[config.mk]
export PLATFORM = sky130hd
export DESIGN_NAME = hls_run_sequencer
export DESIGN_NICKNAME = d
export VERILOG_FILES = /design/src/rtl/hls_run_seq_pkg.sv /design/src/rtl/hls_run_seq_fifo.sv /design/src/rtl/hls_run_sequencer.sv
export SDC_FILE = /design/constraint.sdc
export NUM_CORES = 1
export LEC_CHECK = 0
export CAP_MARGIN = 20
export CORE_ASPECT_RATIO = 0.75
export CORE_MARGIN = 8
export CORE_UTILIZATION = 45
export DETAILED_ROUTE_END_ITERATION = 16
export MAX_ROUTING_LAYER = met4
export PLACE_DENSITY_LB_ADDON = 0.15
export SLEW_MARGIN = 30
export SYNTH_ARGS = -nofsm -noshare
export SYNTH_HDL_FRONTEND = slang
export SYNTH_SLANG_ARGS = --single-unit
[constraint.sdc]
create_clock -name clock -period 6.9 [get_ports clock]
set_clock_uncertainty 0.1 [all_clocks]
set_input_delay 0.69 -clock clock [delete_from_list [all_inputs] [get_ports clock]]
set_output_delay 0.69 -clock clock [all_outputs]
set_load 0.01 [all_outputs]
[src/rtl/hls_run_seq_pkg.sv]
// Shared types for the HLS run sequencer: FSM state encoding, result status
// codes and the default-width result record.
package hls_run_seq_pkg;

    typedef enum logic [2:0] {
        ST_IDLE   = 3'd0,
        ST_DRST   = 3'd1,
        ST_LAUNCH = 3'd2,
        ST_WAIT   = 3'd3,
        ST_REPORT = 3'd4
    } state_t;

    typedef logic [1:0] status_t;

    localparam status_t STATUS_PASS    = 2'b01;
    localparam status_t STATUS_TIMEOUT = 2'b10;

    // Cycle-field width of the result record at the default CNT_W.
    localparam int RESULT_CNT_W = 32;

    // One result word as it leaves the FIFO: {status, cycles}.
    typedef struct packed {
        status_t                 status;
        logic [RESULT_CNT_W-1:0] cycles;
    } run_result_t;

endpackage

[src/rtl/hls_run_seq_fifo.sv]
// First-word-fall-through result FIFO. Depth must be a power of two so the
// pointers wrap for free. A push into a full FIFO is accepted only when a pop
// happens in the same cycle, so nothing is ever overwritten or dropped.
module hls_run_seq_fifo #(
    parameter int WIDTH = 34,
    parameter int DEPTH = 8
) (
    input  logic             clock,
    input  logic             reset,
    input  logic             push,
    input  logic [WIDTH-1:0] push_data,
    input  logic             pop,
    output logic [WIDTH-1:0] pop_data,
    output logic             empty,
    output logic             full
);

    localparam int AW = (DEPTH > 1) ? $clog2(DEPTH) : 1;

    logic [WIDTH-1:0] mem [DEPTH];
    logic [AW-1:0]    wr_ptr_q;
    logic [AW-1:0]    rd_ptr_q;
    logic [AW:0]      count_q;
    logic             do_push;
    logic             do_pop;

    assign empty    = (count_q == '0);
    assign full     = (count_q == (AW+1)'(DEPTH));
    assign do_pop   = pop && !empty;
    assign do_push  = push && (!full || do_pop);
    assign pop_data = mem[rd_ptr_q];

    // Pointer and occupancy bookkeeping; reset empties the FIFO.
    always_ff @(posedge clock) begin
        if (!reset) begin
            wr_ptr_q <= '0;
            rd_ptr_q <= '0;
            count_q  <= '0;
        end else begin
            if (do_push) wr_ptr_q <= wr_ptr_q + 1'b1;
            if (do_pop)  rd_ptr_q <= rd_ptr_q + 1'b1;
            case ({do_push, do_pop})
                2'b10:   count_q <= count_q + 1'b1;
                2'b01:   count_q <= count_q - 1'b1;
                default: count_q <= count_q;
            endcase
        end
    end

    // Storage array, written on accepted pushes only.
    always_ff @(posedge clock) begin
        if (do_push) mem[wr_ptr_q] <= push_data;
    end

endmodule

[src/rtl/hls_run_sequencer.sv]
// Batch sequencer for an HLS accelerator: resets, starts and times each run,
// and queues one {status, cycles} result per run in a FWFT FIFO.
// Optional feature macro: HLS_RUN_SEQ_STATS_EN adds stat_min/stat_max/stat_fail.
//
// Handshakes: a transfer happens on a rising clock edge where valid and ready
// are both high; valid does not wait for ready, and ready may depend on state.
module hls_run_sequencer
    import hls_run_seq_pkg::*;
#(
    parameter int CNT_W     = 32,
    parameter int RUNS_W    = 8,
    parameter int RES_DEPTH = 8
) (
    input  logic              clock,
    input  logic              reset,
    input  logic              cfg_valid,
    output logic              cfg_ready,
    input  logic [RUNS_W-1:0] cfg_runs,
    input  logic [CNT_W-1:0]  cfg_timeout,
    output logic              dut_reset,
    output logic              dut_start,
    input  logic              dut_done,
    output logic              res_valid,
    input  logic              res_ready,
    output logic [CNT_W+1:0]  res_data,
    output logic              busy,
    output logic              batch_done
`ifdef HLS_RUN_SEQ_STATS_EN
    ,
    output logic [CNT_W-1:0]  stat_min,
    output logic [CNT_W-1:0]  stat_max,
    output logic [RUNS_W-1:0] stat_fail
`endif
);

    localparam int RES_W = CNT_W + 2;

    state_t            state_q;
    state_t            state_d;
    logic              drst_cnt_q;
    logic [RUNS_W-1:0] runs_left_q;
    logic [CNT_W-1:0]  timeout_q;
    logic [CNT_W-1:0]  counter_q;
    logic [CNT_W-1:0]  counter_inc;
    status_t           res_status_q;
    logic [CNT_W-1:0]  res_cycles_q;
    logic              batch_done_q;

    logic              accept;
    logic              zero_batch;
    logic              capture;
    logic              capture_pass;
    logic [CNT_W-1:0]  capture_cycles;
    logic              batch_end;

    logic              fifo_push;
    logic              fifo_pop;
    logic              fifo_empty;
    logic              fifo_full;
    logic [RES_W-1:0]  fifo_dout;

    // Saturating increment: the counter sticks at all-ones instead of wrapping.
    assign counter_inc = (counter_q == '1) ? counter_q : counter_q + 1'b1;

    // Outputs are forced inactive while reset is held low.
    assign cfg_ready  = reset && (state_q == ST_IDLE);
    assign busy       = reset && (state_q != ST_IDLE);
    assign dut_start  = reset && (state_q == ST_LAUNCH);
    assign dut_reset  = reset && (state_q != ST_DRST);
    assign res_valid  = reset && !fifo_empty;
    assign batch_done = reset && batch_done_q;
    assign res_data   = fifo_dout;
    assign fifo_pop   = res_valid && res_ready;

    // State register.
    always_ff @(posedge clock) begin
        if (!reset) state_q <= ST_IDLE;
        else        state_q <= state_d;
    end

    // Next-state and control decode.
    always_comb begin
        state_d        = state_q;
        accept         = 1'b0;
        zero_batch     = 1'b0;
        capture        = 1'b0;
        capture_pass   = 1'b0;
        capture_cycles = '0;
        fifo_push      = 1'b0;
        batch_end      = 1'b0;
        case (state_q)
            ST_IDLE: begin
                if (cfg_valid) begin
                    if (cfg_runs != '0) begin
                        accept  = 1'b1;
                        state_d = ST_DRST;
                    end else begin
                        zero_batch = 1'b1;
                    end
                end
            end
            ST_DRST: begin
                if (drst_cnt_q) state_d = ST_LAUNCH;
            end
            ST_LAUNCH: begin
                if (dut_done) begin
                    capture        = 1'b1;
                    capture_pass   = 1'b1;
                    capture_cycles = CNT_W'(1);
                    state_d        = ST_REPORT;
                end else begin
                    state_d = ST_WAIT;
                end
            end
            ST_WAIT: begin
                // Completion wins over a coincident timeout.
                if (dut_done) begin
                    capture        = 1'b1;
                    capture_pass   = 1'b1;
                    capture_cycles = counter_inc;
                    state_d        = ST_REPORT;
                end else if (counter_q == timeout_q) begin
                    capture        = 1'b1;
                    capture_cycles = timeout_q;
                    state_d        = ST_REPORT;
                end
            end
            ST_REPORT: begin
                if (!fifo_full || fifo_pop) begin
                    fifo_push = 1'b1;
                    if (runs_left_q == RUNS_W'(1)) begin
                        batch_end = 1'b1;
                        state_d   = ST_IDLE;
                    end else if (res_status_q == STATUS_TIMEOUT) begin
                        state_d = ST_DRST;
                    end else begin
                        state_d = ST_LAUNCH;
                    end
                end
            end
            default: state_d = ST_IDLE;
        endcase
    end

    // Batch configuration, run counter, captured result and done pulse.
    always_ff @(posedge clock) begin
        if (!reset) begin
            drst_cnt_q   <= 1'b0;
            runs_left_q  <= '0;
            timeout_q    <= '0;
            counter_q    <= '0;
            res_status_q <= '0;
            res_cycles_q <= '0;
            batch_done_q <= 1'b0;
        end else begin
            batch_done_q <= zero_batch || batch_end;
            drst_cnt_q   <= (state_q == ST_DRST) ? ~drst_cnt_q : 1'b0;
            if (accept) begin
                runs_left_q <= cfg_runs;
                timeout_q   <= cfg_timeout;
            end else if (fifo_push) begin
                runs_left_q <= runs_left_q - 1'b1;
            end
            if (state_q == ST_LAUNCH)    counter_q <= CNT_W'(1);
            else if (state_q == ST_WAIT) counter_q <= counter_inc;
            if (capture) begin
                res_status_q <= capture_pass ? STATUS_PASS : STATUS_TIMEOUT;
                res_cycles_q <= capture_cycles;
            end
        end
    end

`ifdef HLS_RUN_SEQ_STATS_EN
    // Per-batch statistics, updated as each result is queued.
    always_ff @(posedge clock) begin
        if (!reset || accept) begin
            stat_min  <= '1;
            stat_max  <= '0;
            stat_fail <= '0;
        end else if (fifo_push) begin
            if (res_status_q == STATUS_PASS) begin
                if (res_cycles_q < stat_min) stat_min <= res_cycles_q;
                if (res_cycles_q > stat_max) stat_max <= res_cycles_q;
            end else if (stat_fail != '1) begin
                stat_fail <= stat_fail + 1'b1;
            end
        end
    end
`endif

    hls_run_seq_fifo #(
        .WIDTH (RES_W),
        .DEPTH (RES_DEPTH)
    ) u_fifo (
        .clock     (clock),
        .reset     (reset),
        .push      (fifo_push),
        .push_data ({res_status_q, res_cycles_q}),
        .pop       (fifo_pop),
        .pop_data  (fifo_dout),
        .empty     (fifo_empty),
        .full      (fifo_full)
    );

endmodule

After elaboration in Yosys (flattened, before gate mapping)
Memories as Yosys holds them, arrays and structs flattened. A register that Yosys moved wholly into a read port is not among the register bits. Cells that the tools add are included.

Memories kept: 1. Output and inout bits: 40. Flip-flop bits (word level): 121. Memory bits (read-only): 0. Memory bits (writable): 272. Latch bits: 0. Input bits: 45.

Equality and inequality tests: 17. Muxes and demuxes: 41. Reductions and logical operators: 25. Bitwise gates (word level): 2. Order comparisons: 0. $mul: 0. Add/subtract/negate cells: 6. Div/mod/pow operators: 0. Shifts and indexed selects: 0.

Memory list: u_fifo.mem (depth 8, bits a word 34, read ports 1, clocked after memory_dff 1, write ports 1, line hls_run_seq_fifo.sv:20) `logic [WIDTH-1:0] mem [DEPTH];`.

Operators with widths (count): $mux W32 (3); $pmux W32 S2 (1); $add A32 B1 Y32 const B (1); $eq A32 B32 Y1 (1); $eq A32 B32 Y1 const B (1); $mux W3 (9); $mux W1 (20); $mux W8 (2); $pmux W3 S5 (1); $logic_and A1 B1 Y1 (9); $eq A8 B1 Y1 const B (1); $pmux W4 S2 (1); $reduce_bool A8 Y1 (1); $sub A8 B1 Y8 const B (1); $add A3 B1 Y3 const B (2); $eq A3 B2 Y1 const B (2); $mux W2 (3); $ne A2 B2 Y1 const B (3); $reduce_bool A2 Y1 (3); $reduce_and A5 Y1 (1); $add A4 B1 Y4 const B (1); $eq A2 B2 Y1 const B (2); $eq A4 B4 Y1 const B (1); $logic_not A4 Y1 (1); 15 further kinds (20).

Longest topological paths before layout
Gate-level depths: netlist of the first run.

Depth in word-level cells: 10. Gate-level depth with buffers: 12. Mapped depth without buffers: 11.

Modules after synthesis
Synthesis of the first run repeated with hierarchy kept, for this count alone.

Cell total of the unflattened synthesis: 1265. Area, all modules: 17299.1 um^2.

Modules (own cells, without submodules): hls_run_seq_fifo (sequential area each 8428.1 um^2, cells each 477, area an instance 11066.9 um^2, instances 1); hls_run_sequencer (sequential area each 2222.1 um^2, cells each 788, area an instance 6232.2 um^2, instances 1).

Least setup slack after synthesis of the first run
No wires, ideal clock.

Path kind: input-to-reg. Start point: input port res_ready. End point: memory u_fifo.mem[4][0], enable pin. Buffers on the path: 1. Path slack: 1.035 ns. Cell stages on the path: 6. Arrival: 5.243 ns. Cells stage by stage: a21bo_2 > o21ai_0 > nor3_2 > inv_1 > buf_1 > nor4b_1.

Cells in the longest elaborated chain, start to end: 7.

RTL lines: start, declared (line hls_run_sequencer.sv:24) `input logic res_ready,`; $logic_and A1 B1 Y1 * (line hls_run_sequencer.sv:73) `assign fifo_pop = res_valid && res_ready;`; $logic_or A1 B1 Y1 (line hls_run_sequencer.sv:129) `if (!fifo_full || fifo_pop) begin`; $mux W1 (line hls_run_sequencer.sv:129); $mux W1 (line hls_run_sequencer.sv:91) `case (state_q)`; $logic_and A1 B1 Y1 * (line hls_run_seq_fifo.sv:30) `assign do_push = push && (!full || do_pop);`; $mux W1 * (line hls_run_seq_fifo.sv:52) `if (do_push) mem[wr_ptr_q] <= push_data;`; $mux W1 (not written as such) * (line hls_run_seq_fifo.sv:52); end, declared (line hls_run_seq_fifo.sv:20).

Mark *: on every way between the ends. The rest lies on a longest branch, timed or not.

==> out/results.ini, run 1 <==
[status]
status=finished clean

[global_route]
grt_use_total=0.1820
grt_max_degree=76
grt_pass1_wl_um=60310
grt_pass1_vias=10010
overflow=0
antenna_found_initial=0

[clock_network]
cts.sinks=396
cts_buffers=40
ctsHoldBuffers=0
insertion_delay_ns=0.54
cts_tree=yes
path_clk_slew_ns=0.06
cts_max_level=2
post_cts_buffers=0
cts_root_buffer=clkbuf_16
cts_resized=0
clockBufferDepth=3

[floorplan]
ios=85
die_area_um2=43910
die_w_um=239.3
rows=61
core_um2=36940
die_y_um=183.5
start_util=0.4556

[route]
first_iter_violations=911
wl_per_cell_um=21.34
num_vias=10040
routed_via_density=5.572
first_pass_iters=5
wl_um=38450
drcViolationCount=0
ant_nets=0

[synth]
yosysWarnings=0
yosys-mux-area-fraction=0.1196
synth_xor_xnor_area_share=0.03487
synth_nets=1261
synthesis.area_um2=16830
synthArstFlopShare=0
synth_ff_type=edfxtp_1
avgSynthCellArea_um2=13.93
syn_inst=1208
synth-adder-area-share=0.005948
synth_top_family_by_area=multiplexers
synth_cell_type_count=68
synth_edf_count=272
synth_compound_area_frac=0.08252
synth.yosys.seq_area_share=0.6328
ys_seq_elements=396
yosys.area_share.simple=0.09984

[worst_setup_path]
critPathRequiredTime_ns=6.11
worstSetupEndpointType=output pin
cp.arrival_ns=3.28
r2r_cells=7
r2r_slack_ns=3.53
r2r_start=counter_q[0]$_SDFFE_PN0P_
crit_type=reg -> out
start_kind=register
critPathMaxFanout=41
timing.rr.end=res_cycles_q[28]$_SDFFE_PN0P_

[timing]
setup_viol=0
maxSlewViolCount=0
fmax_ghz=0.2459
grt_setup_unrepaired=false
period_share=0.5894
relSlewSlack=0.3780
hold_viol=0
period_needed_ns=4.067
fin_setup_tns_ns=0
worst_slew_pin_slew_ns=0.9310
hold_slack_ns=0.3968

[placed_design]
place_hpwl_um=24760
placed_cell_area_um2=18160
gp_congestion=0.8817
numPortBuffers=84

[layout]
final_cell_area_um2=19440
drive_gt1_frac=0.1695
nets=1320
layout_commonest_cell=edfxtp_1
area_growth_pct=15.49
antennaDiodeCount=0
layout.cells.most_common_list=edfxtp_1 (272), dfxtp_1 (121), nand2_1 (109)

[job]
cap_violations=0

[power_and_ir_drop]
finalPower_uw=5482
p_leak_uw=0.005908
power.density_nw_per_um2=282.0
ir_worst_vdd_mv=0.1464

[worst_hold_path]
hold_class=reg -> reg
hold_path_depth=2
hp-start=timeout_q[26]$_SDFFE_PN0P_
min_to=timeout_q[26]$_SDFFE_PN0P_

worst max-delay path by stage:
stage                     startpoint  slack (ns)                             end  cells past startpoint
after floorplan            res_ready        1.03      u_fifo.mem[4][0]$_DFFE_PP_                      6
after global placement         reset        2.78  u_fifo.count_q[2]$_SDFFE_PN0P_                     13
after detailed placement       reset        2.74  u_fifo.count_q[2]$_SDFFE_PN0P_                     13
after CTS                   register        2.51                    res_data[24]                      4
after global routing        register        2.68                     res_data[6]                      4
final                       register        2.83                     res_data[6]                      4
power breakdown:
group          internal [uW]  switching, uW  total (uW)
Clock                   1190            881        2070
Sequential              2620            117        2730
Combinational            303            373         676
Total                   4110           1370        5480
worst max-delay path, stage by stage, from the launching register on:
cell	delay [ns]
dfxtp_2	0.81
buf_4	0.65
mux4_2	0.42
mux2_2	0.30
clkdlybuf4s50_1	0.49
state kept, by name (all words and copies together), names as in the netlist, named ones only:
register	flops
counter_q	32
drst_cnt_q	1
res_status_q	2
u_fifo.mem	272
res_cycles_q	32
timeout_q	32
u_fifo.wr_ptr_q	3
runs_left_q	8
u_fifo.rd_ptr_q	3
u_fifo.count_q	4
state_q	3
batch_done_q	1
routing by layer:
metal | GRT usage | share of wire | vias to the layer above
li1 | - | - | 4727
met1 | 0.2682 | 0.50 | 4985
met2 | 0.2572 | 0.43 | 267
met3 | 0.03295 | 0.055 | 61
met4 | 0.04753 | 0.023 | 0
met5 | - | 0 | -
cell usage after synthesis, types with 8 or more instances:
cell | count | area, um^2
a22o_1 | 22 | 192.7
clkbuf_1 | 64 | 240.2
edfxtp_1 | 272 | 8168
nor3_1 | 13 | 65.06
ha_1 | 8 | 100.1
a32o_1 | 9 | 90.09
dfxtp_1 | 124 | 2482
and2_1 | 14 | 87.58
nor4_1 | 14 | 87.58
a21oi_1 | 32 | 160.2
xnor2_1 | 54 | 473.0
buf_1 | 8 | 30.03
nor2_1 | 59 | 221.5
mux4_2 | 68 | 1531
xor2_1 | 13 | 113.9
or3_1 | 14 | 87.58
o21ai_0 | 35 | 175.2
a31oi_1 | 19 | 118.9
a21boi_0 | 42 | 315.3
nand2_1 | 109 | 409.1
nand3_1 | 24 | 120.1
inv_1 | 10 | 37.54
and3_1 | 12 | 75.07
mux2_2 | 36 | 405.4
buf_2 | 15 | 75.07
nand4_1 | 17 | 106.4
cells by family (layout without fill, tap and decap cells):
family,Yosys count,in the layout
AND/OR/NAND/NOR,327,327
flip-flops,396,396
buffers and inverters,100,190
adder cells (fa/ha/maj),8,8
XOR/XNOR,67,67
multiplexers,111,111
AO/OA/AOI/OAI,199,199
area by class of cell:
cell class / instances / area, um^2
clock buffer: 61 / 1152
clock inverter: 12 / 95.09
fill: 3160 / 17500
inverter: 10 / 37.54
multi-input combinational: 712 / 5847
sequential: 396 / 10660
tap: 504 / 630.6
timing repair buffer: 107 / 1016
per-stage QoR:
stage | std cells | utilization | setup slack, ns
finish | 1802 | 0.5262 | 2.833
global route | 1802 | 0.5262 | 2.682
CTS | 1801 | 0.5254 | 2.508
detailed placement | 1728 | 0.4916 | 2.736
global placement | 1728 | 0.4916 | 2.778
floorplan | 1208 | - | 1.035
Note: power is estimated with default switching activity, not from simulation.
==> run 2, diff against run 1 <==
==> constraint.sdc (replaced) <==
create_clock -name clock -period 3.6 [get_ports clock]
set_clock_uncertainty 0.1 [all_clocks]
set_input_delay 0.36 -clock clock [delete_from_list [all_inputs] [get_ports clock]]
set_output_delay 0.36 -clock clock [all_outputs]
set_load 0.01 [all_outputs]
==> run 2 against run 1 <==
  * Clock-buffer cell count decreased by 7
  * Hold slack got worse by 0.12 ns
  * Largest cell class unchanged
  * Critical endpoint is now res_data[24]
  * Final area rose by 2.0%
  * Final cell count up 0.89%
  * Non-clock buffer count up 13
  * Flip-flop and latch count unchanged
  * Via count increased by 0.96%
  * First-iteration DRC count shrank 6.8%
  * Sequential power increased by 92%
  * Critical path type unchanged
  * Register-to-register slack got worse by 2.8 ns
  * Routed wire length is 2.6% higher
  * Worst setup slack lost 2.5 ns
==> out/results.ini, run 2 (synthesis gave the netlist of run 1 again) <==
[status]
status=finished clean

[layout]
largest_reg_flops=272
layout.cells.most_common_list=edfxtp_1 (272), dfxtp_1 (121), nand2_1 (109)
layout_commonest_cell=edfxtp_1
multi_input_area_um2=5868
regMostFlops=u_fifo.mem
area.sequential_um2=10660
area_growth_pct=17.77
instances_no_fill=1818
final_cell_area_um2=19820
nets=1334
fillers=3100
drive_gt1_frac=0.1834
antennaDiodeCount=0

[worst_setup_path]
cp.arrival_ns=2.82
critPathMaxFanout=31
crit_buf_inv=2
worstSetupEndpointType=output pin
critPathRequiredTime_ns=3.14
crit_type=reg -> out
path_delay_family=multiplexers
r2r_slack_ns=0.74
crit_chain=buf_12 > mux4_2 > mux2_2 > clkdlybuf4s50_1
max_stage_delay_ns=0.61
start_kind=register
crit_slowest_cell=dfxtp_4

[floorplan]
die_area_um2=43910
die_w_um=239.3
rows=61
core_um2=36940
ios=85
start_util=0.4556
die_y_um=183.5

[route]
wl_per_cell_um=21.71
routed_via_density=5.575
first_pass_iters=5
num_vias=10136
drcViolationCount=0
first_iter_violations=849
wl_um=39460
ant_nets=0

[clock_network]
ctsHoldBuffers=0
cts.sinks=396
cts_root_buffer=clkbuf_16
path_clk_slew_ns=0.06
cts_resized=0
clockBufferDepth=3
post_cts_buffers=0
cts_buffers=41
insertion_delay_ns=0.54
cts_tree=yes
cts_max_level=2

[worst_hold_path]
hold_class=in -> reg

[global_route]
grt_pass1_wl_um=60750
grt_use_total=0.1842
grt_max_degree=47
grt_pass1_vias=9885
antenna_found_initial=0
overflow=0

[placed_design]
placed_cells=1741
gp_congestion=0.9012
place_hpwl_um=25230
numPortBuffers=84
placed_cell_area_um2=18390

[power_and_ir_drop]
p_leak_uw=0.006058
ir_worst_vdd_mv=0.3838
power.density_nw_per_um2=554.6

[timing]
fmax_ghz=0.3053
worst_slew_pin_slew_ns=0.8260
setup_viol=0
maxSlewViolCount=0
period_needed_ns=3.275
hold_viol=0
grt_setup_unrepaired=false
period_share=0.9098
relSlewSlack=0.4493

[job]
cap_violations=0

==> run 2: worst register-to-register path, cell delays in order (launching register included) <==
cell	delay (ns)
dfxtp_1	0.48
ha_1	0.29
and3_1	0.25
and4_1	0.48
nand3_1	0.35
or4_1	0.55
a31oi_1	0.17
a22o_1	0.13
==> run 2: per-layer routing <==
layer,GRT usage,vias up,routed length (um)
met5,-,-,0
met4,0.05801,0,1098
met3,0.02966,65,2052
met2,0.2581,262,16800
met1,0.2717,5049,19510
li1,-,4760,-
==> run 2: through the flow <==
stage | worst slack [ns] | setup TNS [ns] | util | hold slack [ns] | power, uW
after floorplan | -0.7839 | -98.05 | - | 0.3626 | 6092
after global placement | 0.7987 | 0 | 0.4977 | 0.3854 | 6649
after detailed placement | 0.7604 | 0 | 0.4977 | 0.3910 | 6666
after CTS | 0.2383 | 0 | 0.5358 | 0.2562 | 11070
after global routing | 0.1688 | 0 | 0.5365 | 0.2881 | 11410
final | 0.3248 | 0 | 0.5365 | 0.2807 | 10990
==> run 2: final cells by class <==
class                   count  share of cell area
multi-input cells         712              0.2961
clock inverters            22             0.01199
flip-flops and latches    396              0.5377
inverters                  10            0.001894
clock buffers              54             0.05896
well taps                 504             0.03182
repair buffers            120             0.06161
==> run 2: final timing paths <==
kind	startpoint	endpoint	cells past startpoint
setup reg to reg	counter_q[0]$_SDFFE_PN0P_	res_cycles_q[28]$_SDFFE_PN0P_	7
setup / recovery	register	res_data[24]	4
hold / removal	reset	runs_left_q[5]$_SDFFE_PN0P_	3
hold reg to reg	runs_left_q[6]$_SDFFE_PN0P_	runs_left_q[6]$_SDFFE_PN0P_	2
==> run 2: power by group <==
part | switching, uW | internal, uW
Combinational | 733 | 620
Sequential | 232 | 5010
Clock | 1740 | 2650
Total | 2710 | 8280
